===== config.mk =====
export PLATFORM = sky130hd
export DESIGN_NAME = rx_fifo
export DESIGN_NICKNAME = d
export VERILOG_FILES = /design/src/rtl/ssp_pkg.sv /design/src/rtl/ssp_fifo_mem.sv /design/src/rtl/rx_fifo.sv
export SDC_FILE = /design/constraint.sdc
export NUM_CORES = 1
export LEC_CHECK = 0
export CAP_MARGIN = 20
export CELL_PAD_IN_SITES_DETAIL_PLACEMENT = 1
export CELL_PAD_IN_SITES_GLOBAL_PLACEMENT = 1
export CORE_AREA = 2 2 70 59
export CTS_CLUSTER_DIAMETER = 150
export CTS_CLUSTER_SIZE = 40
export DETAILED_ROUTE_END_ITERATION = 8
export DIE_AREA = 0 0 72 61
export GPL_TIMING_DRIVEN = 0
export MAX_ROUTING_LAYER = met4
export PLACE_DENSITY_LB_ADDON = 0.15
export SLEW_MARGIN = 15
export SYNTH_ARGS = -nofsm -noshare
export SYNTH_HDL_FRONTEND = slang
export SYNTH_SLANG_ARGS = --single-unit

===== constraint.sdc =====
create_clock -name PCLK -period 4.8 [get_ports PCLK]
set_input_delay 0.48 -clock PCLK [delete_from_list [all_inputs] [get_ports PCLK]]
set_output_delay 0.48 -clock PCLK [all_outputs]
set_load 0.1 [all_outputs]

===== src/rtl/ssp_pkg.sv =====
// Shared SSP FIFO sizing, used by both the receive and transmit FIFOs.
package ssp_pkg;
    localparam int SSP_DATA_W     = 8;
    localparam int SSP_FIFO_DEPTH = 4;
    localparam int SSP_PTR_W      = 2;
    localparam int SSP_CNT_W      = 3;

    typedef logic [SSP_DATA_W-1:0] ssp_word_t;
    typedef logic [SSP_PTR_W-1:0]  ssp_ptr_t;
    typedef logic [SSP_CNT_W-1:0]  ssp_cnt_t;

    localparam ssp_cnt_t SSP_CNT_FULL = ssp_cnt_t'(SSP_FIFO_DEPTH);
endpackage


===== src/rtl/ssp_fifo_mem.sv =====
// SSP FIFO storage: synchronous write, asynchronous read, no reset on contents.
module ssp_fifo_mem
    import ssp_pkg::*;
(
    input  logic      clk,
    input  logic      we,
    input  ssp_ptr_t  waddr,
    input  ssp_word_t wdata,
    input  ssp_ptr_t  raddr,
    output ssp_word_t rdata
);
    ssp_word_t mem [SSP_FIFO_DEPTH];

    always_ff @(posedge clk) begin
        if (we) mem[waddr] <= wdata;
    end

    assign rdata = mem[raddr];
endmodule


===== src/rtl/rx_fifo.sv =====
// SSP receive FIFO: 4-deep first-word-fall-through buffer between the SSP
// receiver and the processor. Optional sticky OVERRUN with RX_OVERRUN_FLAG_EN.
module rx_fifo
    import ssp_pkg::*;
(
    input  logic      PCLK,
    input  logic      CLEAR,
    input  logic      PSEL,
    input  logic      PWRITE,
    output ssp_word_t PRDATA,
    input  ssp_word_t RxData,
    input  logic      RxValid,
    output logic      SSPRXINTR,
`ifdef RX_OVERRUN_FLAG_EN
    output logic      RxFull,
    output logic      OVERRUN
`else
    output logic      RxFull
`endif
);
    ssp_ptr_t  rd_ptr, wr_ptr;
    ssp_cnt_t  count;
    ssp_word_t rdata;
    logic      full, empty, pop_ok, push_ok;

    assign full  = (count == SSP_CNT_FULL);
    assign empty = (count == '0);

    // A pop at full frees the slot the simultaneous push lands in.
    assign pop_ok  = PSEL && !PWRITE && !empty;
    assign push_ok = RxValid && (!full || pop_ok);

    always_ff @(posedge PCLK or posedge CLEAR) begin
        if (CLEAR) begin
            rd_ptr <= '0;
            wr_ptr <= '0;
            count  <= '0;
        end else begin
            if (push_ok) wr_ptr <= wr_ptr + 1'b1;
            if (pop_ok)  rd_ptr <= rd_ptr + 1'b1;
            case ({push_ok, pop_ok})
                2'b10:   count <= count + 1'b1;
                2'b01:   count <= count - 1'b1;
                default: count <= count;
            endcase
        end
    end

    ssp_fifo_mem u_mem (
        .clk   (PCLK),
        .we    (push_ok),
        .waddr (wr_ptr),
        .wdata (RxData),
        .raddr (rd_ptr),
        .rdata (rdata)
    );

    // Stale storage stays hidden whenever the FIFO is empty.
    assign PRDATA    = empty ? '0 : rdata;
    assign SSPRXINTR = full;
    assign RxFull    = full;

`ifdef RX_OVERRUN_FLAG_EN
    logic drop;
    assign drop = RxValid && full && !pop_ok;

    always_ff @(posedge PCLK or posedge CLEAR) begin
        if (CLEAR)       OVERRUN <= 1'b0;
        else if (drop)   OVERRUN <= 1'b1;
        else if (pop_ok) OVERRUN <= 1'b0;
    end
`endif
endmodule


Word level (Yosys, flattened, before mapping)
Memory sizes are Yosys's and may differ from the RTL's.
Index checks and enable logic that the tools add are counted.
{"block": "classes", "n_addsub": 4, "n_mux": 4, "eq_ne": 3, "n_reduce_logical": 9}
{"op": "$mux 8", "count": 1}
{"op": "$pmux 3 s2", "count": 1}
{"op": "$add 2x1->2 const B", "count": 2}
{"op": "$add 3x1->3 const B", "count": 1}
{"op": "$eq 3x3->1 const B", "count": 1}
{"op": "$logic_and 1x1->1", "count": 3}
{"op": "$logic_not 1->1", "count": 3}
{"op": "$logic_not 3->1", "count": 1}
{"op": "$sub 3x1->3 const B", "count": 1}
{"op": "$eq 2x1->1 const B", "count": 1}
{"op": "$eq 2x2->1 const B", "count": 1}
{"op": "$mux 1", "count": 2}
{"op": "$reduce_bool 2->1", "count": 1}
{"op": "$logic_or 1x1->1", "count": 1}
{"block": "word_totals", "ram_bits": 32, "output_inout_bits": 10, "wordCells": 24, "ff_bits": 7, "inputBits": 13, "memories": 1}
{"name": "u_mem.mem", "words": 4, "width": 8, "rd": 1, "rd_clocked_by_memory_dff": 0, "wr": 1, "line": "ssp_fifo_mem.sv:12", "source": "ssp_word_t mem [SSP_FIFO_DEPTH];"}

Longest topological paths before layout
Gate-level depths: netlist of run 1.
{"block": "depth", "ltp_word": 7, "mapped_depth": 7, "depth_no_buf": 7}

Hierarchy
Synthesis of run 1 repeated with hierarchy kept, for this count alone.
{"block": "unflattened", "hier_cells": 86, "hier_area_um2": 1640.3}
{"mod": "ssp_fifo_mem", "instances": 1, "cells_per_inst": 46, "area_per_inst_um2": 1188.6, "seq_area_each_um2": 960.9}
{"mod": "rx_fifo", "instances": 1, "cells_per_inst": 40, "area_per_inst_um2": 451.7, "seq_area_each_um2": 175.2}

Worst setup path before layout of run 1
Ideal clock, no wire load.
{"block": "synth_path", "path_type": "reg2out", "from": "register rd_ptr[0]", "to": "output PRDATA[1]", "arrival_ns": 2.173, "n_path_buf": 1, "stages_incl_launch_ff": 4, "required_time_ns": 4.320, "path_slack_ns": 2.147, "cell_sequence": "dfrtp_1 buf_6 mux4_2 nor2b_1"}
{"block": "synth_between", "elab_chain_cells": 2}
{"item": "start: declaration", "line": "rx_fifo.sv:21", "source": "ssp_ptr_t rd_ptr, wr_ptr;"}
{"item": "start signal: assignment", "line": "rx_fifo.sv:40", "source": "if (pop_ok) rd_ptr <= rd_ptr + 1'b1;"}
{"item": "$mem_v2 4x8"}
{"item": "$mux 8", "line": "rx_fifo.sv:59", "source": "assign PRDATA = empty ? '0 : rdata;"}
{"item": "end: declaration", "line": "rx_fifo.sv:10", "source": "output ssp_word_t PRDATA,"}
No other way between the ends.

Worst setup path after layout of run 1
{"block": "layout_path", "from": "register count[0]", "to": "output PRDATA[6]"}
{"block": "layout_between", "elab_chain_cells": 2}
{"item": "start: declaration", "line": "rx_fifo.sv:22", "source": "ssp_cnt_t count;"}
{"item": "start signal: assignment", "line": "rx_fifo.sv:42", "source": "2'b10: count <= count + 1'b1;"}
{"item": "start signal: assignment", "line": "rx_fifo.sv:43", "source": "2'b01: count <= count - 1'b1;"}
{"item": "start signal: assignment", "line": "rx_fifo.sv:44", "source": "default: count <= count;"}
{"item": "$logic_not 3->1", "line": "rx_fifo.sv:27", "source": "assign empty = (count == '0);"}
{"item": "$mux 8", "line": "rx_fifo.sv:59"}
No other way between the ends.

==> results of run 1 <==
## path summary, 6_finish.rpt
path | to | startpoint | slack [ps] | cells after the start
max | PRDATA[6] | count[0] | 1680 | 3
min | count[1] | CLEAR | 430 | 2
max reg2reg | count[1] | count[0] | 2550 | 7
min reg2reg | wr_ptr[1] | wr_ptr[1] | 600 | 1
max in group asynchronous | wr_ptr[1] | CLEAR | 4120 | 2
min in group PCLK | wr_ptr[1] | wr_ptr[1] | 600 | 1
## layer usage
layer | routed length (µm) | vias to the layer above | share of wire (%) | track usage (%)
met4 | 53 | 0 | 1.7 | 8.09
met5 | 0 | - | 0 | -
met2 | 1490 | 15 | 49 | 28.3
li1 | - | 449 | - | -
met1 | 1390 | 472 | 46 | 18.7
met3 | 94 | 7 | 3.1 | 3.49
## placed cells by master, fill, tap and decap left out
| cell type | n |
|---|---|
| buf_4 | 1 |
| buf_6 | 1 |
| xnor2_1 | 3 |
| nand2b_1 | 1 |
| clkinvlp_4 | 2 |
| and3_1 | 1 |
| clkbuf_8 | 5 |
| or3_1 | 1 |
| o22a_1 | 1 |
| nand3b_1 | 2 |
| nor2b_1 | 5 |
| edfxtp_1 | 32 |
| clkinv_2 | 1 |
| nor3_2 | 1 |
| fa_1 | 1 |
| ha_1 | 4 |
| a311o_1 | 1 |
| dfrtp_1 | 7 |
| o21a_4 | 1 |
| nor3_1 | 1 |
| inv_1 | 7 |
| o22ai_1 | 1 |
| xor2_1 | 2 |
| clkbuf_2 | 1 |
| nor2_1 | 1 |
| nor4b_1 | 1 |
| buf_2 | 1 |
| clkdlybuf4s50_1 | 21 |
| o31ai_1 | 1 |
| mux2_4 | 1 |
| and2_1 | 4 |
| o21ai_0 | 1 |
| nor2_2 | 2 |
| and2b_1 | 5 |
| mux4_2 | 8 |
| a21oi_1 | 1 |
| nand2_1 | 5 |
## registers in the layout (all words and copies together) (netlist names)
register / count
wr_ptr: 2
count: 3
u_mem.mem: 32
rd_ptr: 2
## cell families (layout without fill, tap and decap cells)
family,after synthesis,after routing,synth area share [%]
simple gates,30,30,10.7
compound gates,7,7,3.30
fa+ha+maj,5,5,4.02
xor+xnor,5,5,2.51
mux,9,9,11.2
buf+inv,11,40,3.16
flops,39,39,65.1
## critical path, delay by kind of cell, from the launching register on
kind,cells,cell delay [ps]
buf+inv,1,960
simple gates,2,900
flops,1,480
## per-stage QoR
stage                     instances  worst slack [ps]  util [%]  hold slack (ps)
after floorplan                 106              2150         -              283
after global placement          171              1970      54.6              568
after detailed placement        171              1940      54.6              577
after CTS                       179              1640      57.0              440
after global routing            179              1550      57.0              454
final                           179              1680      57.0              433
## area by class of cell
cell class	count	area (µm²)	area share [%]
tap	44	55.1	2.62
clock buffer	5	68.8	3.28
timing repair buffer	21	210	10.0
inverter	7	26.3	1.25
sequential	39	1140	54.1
clock inverter	3	20.0	0.954
buffer	4	28.8	1.37
multi-input combinational	56	553	26.4
==> flow_metrics.env, run 1 <==
export IMPL_ys_warn_count=0
export IMPL_grt_ovfl_total=0
export IMPL_hp_class="input pin to asynchronous set/reset pin"
export IMPL_syn_area_per_cell_um2=16.5
export IMPL_hold_buffers=0
export IMPL_ys_async_sr_fraction_pct=17.9
export IMPL_worst_pin_slew_ps=973
export IMPL_num_rows=20
export IMPL_timing_fmax_ghz=0.320
export IMPL_cts_tree="done"
export IMPL_ys_seq_elements=39
export IMPL_start_util_pct=47.4
export IMPL_critPathMaxStageDelay_ps=960
export IMPL_fp_dieH_um=61
export IMPL_wirelength_mm=3.04
export IMPL_crit_slowest_cell="clkdlybuf4s50_1"
export IMPL_dr_pass1_iters=4
export IMPL_ys_types=33
export IMPL_area_growth_synth_to_final_pct=20.3
export IMPL_antenna_found_initial=0
export IMPL_final_hold_viol_count=0
export IMPL_cts_num_sinks=39
export IMPL_drv_slew=0
export IMPL_port_buffers=21
export IMPL_avgRoutedWirePerCell_um=17.0
export IMPL_period_minus_slack_ps=3120
export IMPL_drtAntennaViolNets=0
export IMPL_required_ps=4320
export IMPL_end_kind="output pin"
export IMPL_insertion_delay_ps=290
export IMPL_synth_area_um2=1740
export IMPL_post_cts_buffers=0
export IMPL_layout_drive_gt1_share_pct=18.5
export IMPL_cts_path_max_buffers=2
export IMPL_cts_buffers_inserted=5
export IMPL_yosysTopAreaCellShare_pct=55.1
export IMPL_path_class="register to output pin"
export IMPL_finalCritPeriodShare_pct=65.1
export IMPL_grt_pass1_wl_mm=4.95
export IMPL_vias=943
export IMPL_clkTransAtPathRegs_ps=80
export IMPL_n_antenna_cell=0
export IMPL_fillers=350
export IMPL_synth_top_flop_cell="edfxtp_1"
export IMPL_maxCapViolCount=0
export IMPL_setup_viol=0
export IMPL_synthTopCellsByCount="edfxtp_1, mux4_2, dfrtp_1, inv_1"
export IMPL_cts_resized_gates=0
export IMPL_io_pins=23
export IMPL_yosysTopAreaCell="edfxtp_1"
export IMPL_synth_nets=124
export IMPL_synthCells=106
export IMPL_cts_root_buf="clkbuf_8"
export IMPL_drc=0
export IMPL_drt_initial_drc_count=62
export IMPL_grt_max_degree=14
export IMPL_final_setup_skew_ps=8.02
export IMPL_dp_hpwl_mm=2.15
export IMPL_grt_use_total_pct=16.5
export IMPL_rsz0062_at_grt="no"
export IMPL_tns_ps=0
export IMPL_crit_path_max_fanout=10
export IMPL_vias_per_cell=5.27
export IMPL_outcome="finished, final reports clean"
export IMPL_synth_most_common_cell="edfxtp_1"
export IMPL_htreeDepth=2
export IMPL_dieArea_um2=4390
export IMPL_start_kind="register"
export IMPL_netlist_top_cells_area="edfxtp_1, mux4_2, dfrtp_1"
export IMPL_timing_critical_path_cells="nor3_2 > and2b_1 > clkdlybuf4s50_1"
export IMPL_first_global_vias=1059
export IMPL_nets=152
export IMPL_post_dp_cell_area_um2=2010
export IMPL_core_um2=3680
export IMPL_synth_edf_count=32
export IMPL_slew_headroom_pct=34.9
export IMPL_yosysSeqAreaShare_pct=65.1
export IMPL_place_congestion=0.671
export IMPL_die_width_um=72
export IMPL_final_area_um2=2100
export IMPL_critical_path_arrival_ps=2640
Power of run 1 is not shown: default switching activity piles up to over one toggle a cycle in this logic, so the estimate is an artifact.
==> run 2, diff against run 1 <==
--- a/config.mk
+++ b/config.mk
@@ -8,11 +8,11 @@
 export CAP_MARGIN = 20
 export CELL_PAD_IN_SITES_DETAIL_PLACEMENT = 1
 export CELL_PAD_IN_SITES_GLOBAL_PLACEMENT = 1
-export CORE_AREA = 2 2 70 59
+export CORE_AREA = 2 2 73 61
 export CTS_CLUSTER_DIAMETER = 150
 export CTS_CLUSTER_SIZE = 40
 export DETAILED_ROUTE_END_ITERATION = 8
-export DIE_AREA = 0 0 72 61
+export DIE_AREA = 0 0 75 63
 export GPL_TIMING_DRIVEN = 0
 export MAX_ROUTING_LAYER = met4
 export PLACE_DENSITY_LB_ADDON = 0.15
==> constraint.sdc (replaced) <==
create_clock -name PCLK -period 2.95 [get_ports PCLK]
set_input_delay 0.295 -clock PCLK [delete_from_list [all_inputs] [get_ports PCLK]]
set_output_delay 0.295 -clock PCLK [all_outputs]
set_load 0.1 [all_outputs]
==> run 2 against run 1 <==
Net effect:
- sequential share of layout area fell by 0.64 points
- die area grew 7.6%
- count of clock-buffer cells in the layout rose by 2
- critical path depth is the same
- via count decreased by 1.8%
- critical endpoint unchanged
==> flow_metrics.env, run 2 (same netlist as run 1, synthesis figures left out) <==
export IMPL_crit_path_max_fanout=10
export IMPL_area_growth_synth_to_final_pct=21.7
export IMPL_top_regs="u_mem.mem: 32 flops, count: 3 flops"
export IMPL_drtAntennaViolNets=0
export IMPL_first_global_vias=1007
export IMPL_final_cells=192
export IMPL_maxCapViolCount=0
export IMPL_dieArea_um2=4730
export IMPL_grt_use_total_pct=15.0
export IMPL_place_congestion=0.715
export IMPL_n_antenna_cell=0
export IMPL_port_buffers=21
export IMPL_cts_path_max_buffers=2
export IMPL_avgRoutedWirePerCell_um=15.6
export IMPL_nets=152
export IMPL_layout_drive_gt1_share_pct=17.8
export IMPL_drc=0
export IMPL_insertion_delay_ps=290
export IMPL_dp_hpwl_mm=2.11
export IMPL_fp_dieH_um=63
export IMPL_vias_per_cell=4.82
export IMPL_path_class="register to output pin"
export IMPL_required_ps=2650
export IMPL_num_rows=21
export IMPL_finalCritPeriodShare_pct=93.8
export IMPL_worstRegToRegCells=7
export IMPL_final_setup_skew_ps=4.94
export IMPL_vias=926
export IMPL_regMostFlops="u_mem.mem"
export IMPL_placedCellCount=184
export IMPL_cts_root_buf="clkbuf_8"
export IMPL_start_util_pct=43.4
export IMPL_final_cell_mix="edfxtp_1, clkdlybuf4s50_1, mux4_2, inv_1, dfrtp_1"
export IMPL_grt_max_degree=13
export IMPL_worst_pin_slew_ps=973
export IMPL_tns_ps=0
export IMPL_timing_critical_path_cells="nor3_4 > and2b_1 > clkdlybuf4s50_1"
export IMPL_outcome="finished, final reports clean"
export IMPL_setup_viol=0
export IMPL_dr_pass1_iters=4
export IMPL_cts_num_sinks=39
export IMPL_grt_ovfl_total=0
export IMPL_final_hold_viol_count=0
export IMPL_antenna_found_initial=0
export IMPL_drv_slew=0
export IMPL_period_minus_slack_ps=2770
export IMPL_fillers=396
export IMPL_crit_slowest_cell="clkdlybuf4s50_1"
export IMPL_start_kind="register"
export IMPL_critical_path_arrival_ps=2470
export IMPL_clkTransAtPathRegs_ps=70
export IMPL_hold_slack_ps=242
export IMPL_cts_tree="done"
export IMPL_timing_fmax_ghz=0.361
export IMPL_core_um2=4020
export IMPL_drt_initial_drc_count=67
export IMPL_grt_pass1_wl_mm=4.93
export IMPL_rsz0062_at_grt="no"
export IMPL_end_kind="output pin"
export IMPL_wirelength_mm=2.99
export IMPL_post_cts_buffers=0
export IMPL_htreeDepth=2
export IMPL_io_pins=23
export IMPL_largest_reg_flops=32
export IMPL_reg2reg_to="count[2]"
export IMPL_cts_buffers_inserted=5
export IMPL_final_common_cell="edfxtp_1"
export IMPL_r2r_start="count[0]"
export IMPL_hp_class="input pin to asynchronous set/reset pin"
export IMPL_r2r_slack_ps=730
export IMPL_slew_headroom_pct=35.0
export IMPL_die_width_um=75
export IMPL_critPathMaxStageDelay_ps=960
-- run 2: cell type report --
cell class / count / area, µm² / area share [%]
sequential: 39 / 1140 / 53.5
multi-input combinational: 56 / 559 / 26.3
timing repair buffer: 21 / 210 / 9.90
clock buffer: 7 / 86.3 / 4.07
tap: 57 / 71.3 / 3.36
buffer: 4 / 28.8 / 1.36
inverter: 7 / 26.3 / 1.24
clock inverter: 1 / 5.00 / 0.236
-- run 2: layer usage --
layer	GRT usage [%]	vias up	share of wire (%)
li1	-	443	-
met1	19.6	462	45
met2	23.0	17	50
met3	3.87	4	3.9
met4	4.69	0	0.84
met5	-	-	0
-- run 2: metrics by stage --
step	setup slack (ps)	utilization, %	instance area, µm²
detailed placement	284	50.4	2030
global placement	293	50.4	2030
finish	183	52.8	2120
global route	88.3	52.8	2120
CTS	164	52.8	2120
floorplan	482	-	1740
-- run 2: timing repair --
item | CTS | global route
endpoints found under the setup margin | 4 | 0
gates resized for setup | 1 | 0
hold buffers | 0 | 0
-- run 2: how the worst max path moves through the flow --
stage                   start        end  depth (start not counted)
global placement     count[0]  PRDATA[0]                          3
CTS                  count[0]  PRDATA[6]                          3
finish               count[0]  PRDATA[6]                          3
global route         count[0]  PRDATA[6]                          3
floorplan           rd_ptr[0]  PRDATA[1]                          3
detailed placement   count[0]  PRDATA[6]                          3
-- run 2: worst max-delay path: cells and delay by family, from the launching register on --
| kind | cells | cell delay, ps |
|---|---|---|
| DFF | 1 | 490 |
| buffers and inverters | 1 | 960 |
| and+or+nand+nor | 2 | 720 |
Power of run 2 is left out for the same reason.
==> run 3, diff against run 2 <==
--- a/config.mk
+++ b/config.mk
@@ -15,7 +15,7 @@
 export DIE_AREA = 0 0 75 63
 export GPL_TIMING_DRIVEN = 0
 export MAX_ROUTING_LAYER = met4
-export PLACE_DENSITY_LB_ADDON = 0.15
+export PLACE_DENSITY = 0.8
 export SLEW_MARGIN = 15
 export SYNTH_ARGS = -nofsm -noshare
 export SYNTH_HDL_FRONTEND = slang
==> run 3 against run 2 <==
Net effect:
- critical path depth unchanged
- largest cell class unchanged
- via count is 2.9% higher
- sequential share of layout area is 0.19 points higher
==> flow_metrics.env, run 3 (same netlist as run 1, synthesis figures left out) <==
export IMPL_cts_tree="done"
export IMPL_start_kind="register"
export IMPL_slew_headroom_pct=34.5
export IMPL_vias=953
export IMPL_grt_ovfl_total=0
export IMPL_finalCritPeriodShare_pct=93.8
export IMPL_cts_buffers_inserted=5
export IMPL_final_common_cell="edfxtp_1"
export IMPL_fp_dieH_um=63
export IMPL_first_global_vias=1071
export IMPL_hp_class="input pin to asynchronous set/reset pin"
export IMPL_cts_root_buf="clkbuf_8"
export IMPL_n_antenna_cell=0
export IMPL_die_width_um=75
export IMPL_cts_num_sinks=39
export IMPL_start_util_pct=43.4
export IMPL_outcome="finished, final reports clean"
export IMPL_htreeDepth=2
export IMPL_area_growth_synth_to_final_pct=21.3
export IMPL_grt_use_total_pct=17.9
export IMPL_top_regs="u_mem.mem: 32 flops, count: 3 flops"
export IMPL_critical_path_arrival_ps=2470
export IMPL_insertion_delay_ps=290
export IMPL_grt_max_degree=13
export IMPL_nets=152
export IMPL_path_class="register to output pin"
export IMPL_layout_drive_gt1_share_pct=17.0
export IMPL_worst_pin_slew_ps=979
export IMPL_final_hold_viol_count=0
export IMPL_grt_use_met1_pct=21.9
export IMPL_avgRoutedWirePerCell_um=18.4
export IMPL_required_ps=2650
export IMPL_rsz0062_at_grt="no"
export IMPL_largest_reg_flops=32
export IMPL_r2r_slack_ps=690
export IMPL_place_congestion=0.728
export IMPL_core_um2=4020
export IMPL_drc=0
export IMPL_drv_slew=0
export IMPL_grtUsageMet3_pct=7.10
export IMPL_crit_path_max_fanout=10
export IMPL_antenna_found_initial=0
export IMPL_clkTransAtPathRegs_ps=70
export IMPL_timing_fmax_ghz=0.361
export IMPL_num_rows=21
export IMPL_dieArea_um2=4730
export IMPL_final_setup_skew_ps=11.2
export IMPL_cts_path_max_buffers=2
export IMPL_maxCapViolCount=0
export IMPL_tns_ps=0
export IMPL_use_met2_pct=27.7
export IMPL_io_pins=23
export IMPL_drt_initial_drc_count=61
export IMPL_r2r_start="count[0]"
export IMPL_port_buffers=21
export IMPL_worstRegToRegCells=7
export IMPL_vias_per_cell=4.96
export IMPL_drtAntennaViolNets=0
export IMPL_final_cell_mix="edfxtp_1, clkdlybuf4s50_1, mux4_2, inv_1, dfrtp_1"
export IMPL_fillers=403
export IMPL_seqCellArea_um2=1140
export IMPL_grt_pass1_wl_mm=5.69
export IMPL_wirelength_mm=3.54
export IMPL_dr_pass1_iters=4
export IMPL_regMostFlops="u_mem.mem"
export IMPL_period_minus_slack_ps=2770
export IMPL_end_kind="output pin"
export IMPL_reg2reg_to="count[2]"
export IMPL_dp_hpwl_mm=2.29
export IMPL_grt_busiest_layer="met2"
export IMPL_hold_buffers=0
export IMPL_multiInputGateArea_um2=559
export IMPL_setup_viol=0
==> run 3: cell count changes in the layout (fill, tap and decap cells not counted) <==
| cell | delta |
|---|---|
| clkinv_2 | -1 |
| clkinvlp_4 | +1 |
| clkbuf_1 | -1 |
| clkbuf_8 | -1 |
| clkinv_1 | +2 |
==> run 3: worst max-delay path, stage by stage (launching register included) <==
cell	delay (ps)
dfrtp_1	500
nor3_4	490
and2b_1	240
clkdlybuf4s50_1	960
==> run 3: cell type report <==
cell class,count,area share (%)
plain buffers,4,1.36
well taps,57,3.37
repair buffers,21,9.93
clock inverters,3,0.710
inverters,7,1.24
multi-input cells,56,26.4
flip-flops and latches,39,53.7
clock buffers,5,3.25
==> run 3: metal layers <==
| metal | share of wire (%) | up-vias |
|---|---|---|
| met4 | 1.7 | 0 |
| met1 | 43 | 477 |
| met3 | 3.7 | 6 |
| met2 | 51 | 19 |
| met5 | 0 | - |
| li1 | - | 451 |
==> run 3: per-stage QoR <==
step           cell area (µm²)  setup WS (ps)  instances  hold slack [ps]  util [%]
6_report                  2120            183        192              246      52.6
5_1_grt                   2120           25.2        192              266      52.6
4_1_cts                   2120            131        192              244      52.6
3_5_place_dp              2030            251        184              553      50.4
3_3_place_gp              2030            308        184              549      50.4
2_1_floorplan             1740            482        106             98.4         -
==> run 3: how the worst max path moves through the flow <==
stage,start,endpoint,slack (ps),depth (start not counted)
CTS,count[0],PRDATA[5],130,3
global placement,count[0],PRDATA[6],310,3
finish,count[0],PRDATA[5],180,3
global route,count[0],PRDATA[5],30,3
floorplan,rd_ptr[0],PRDATA[1],480,3
detailed placement,count[0],PRDATA[5],250,3
==> run 3: what timing repair did <==
item | 4_1_cts | 5_1_grt
endpoints found under the setup margin | 4 | 0
buffers inserted | 0 | 0
resized for setup | 1 | 0
endpoints found under the hold margin | 0 | 0
Power of run 3 is left out for the same reason.
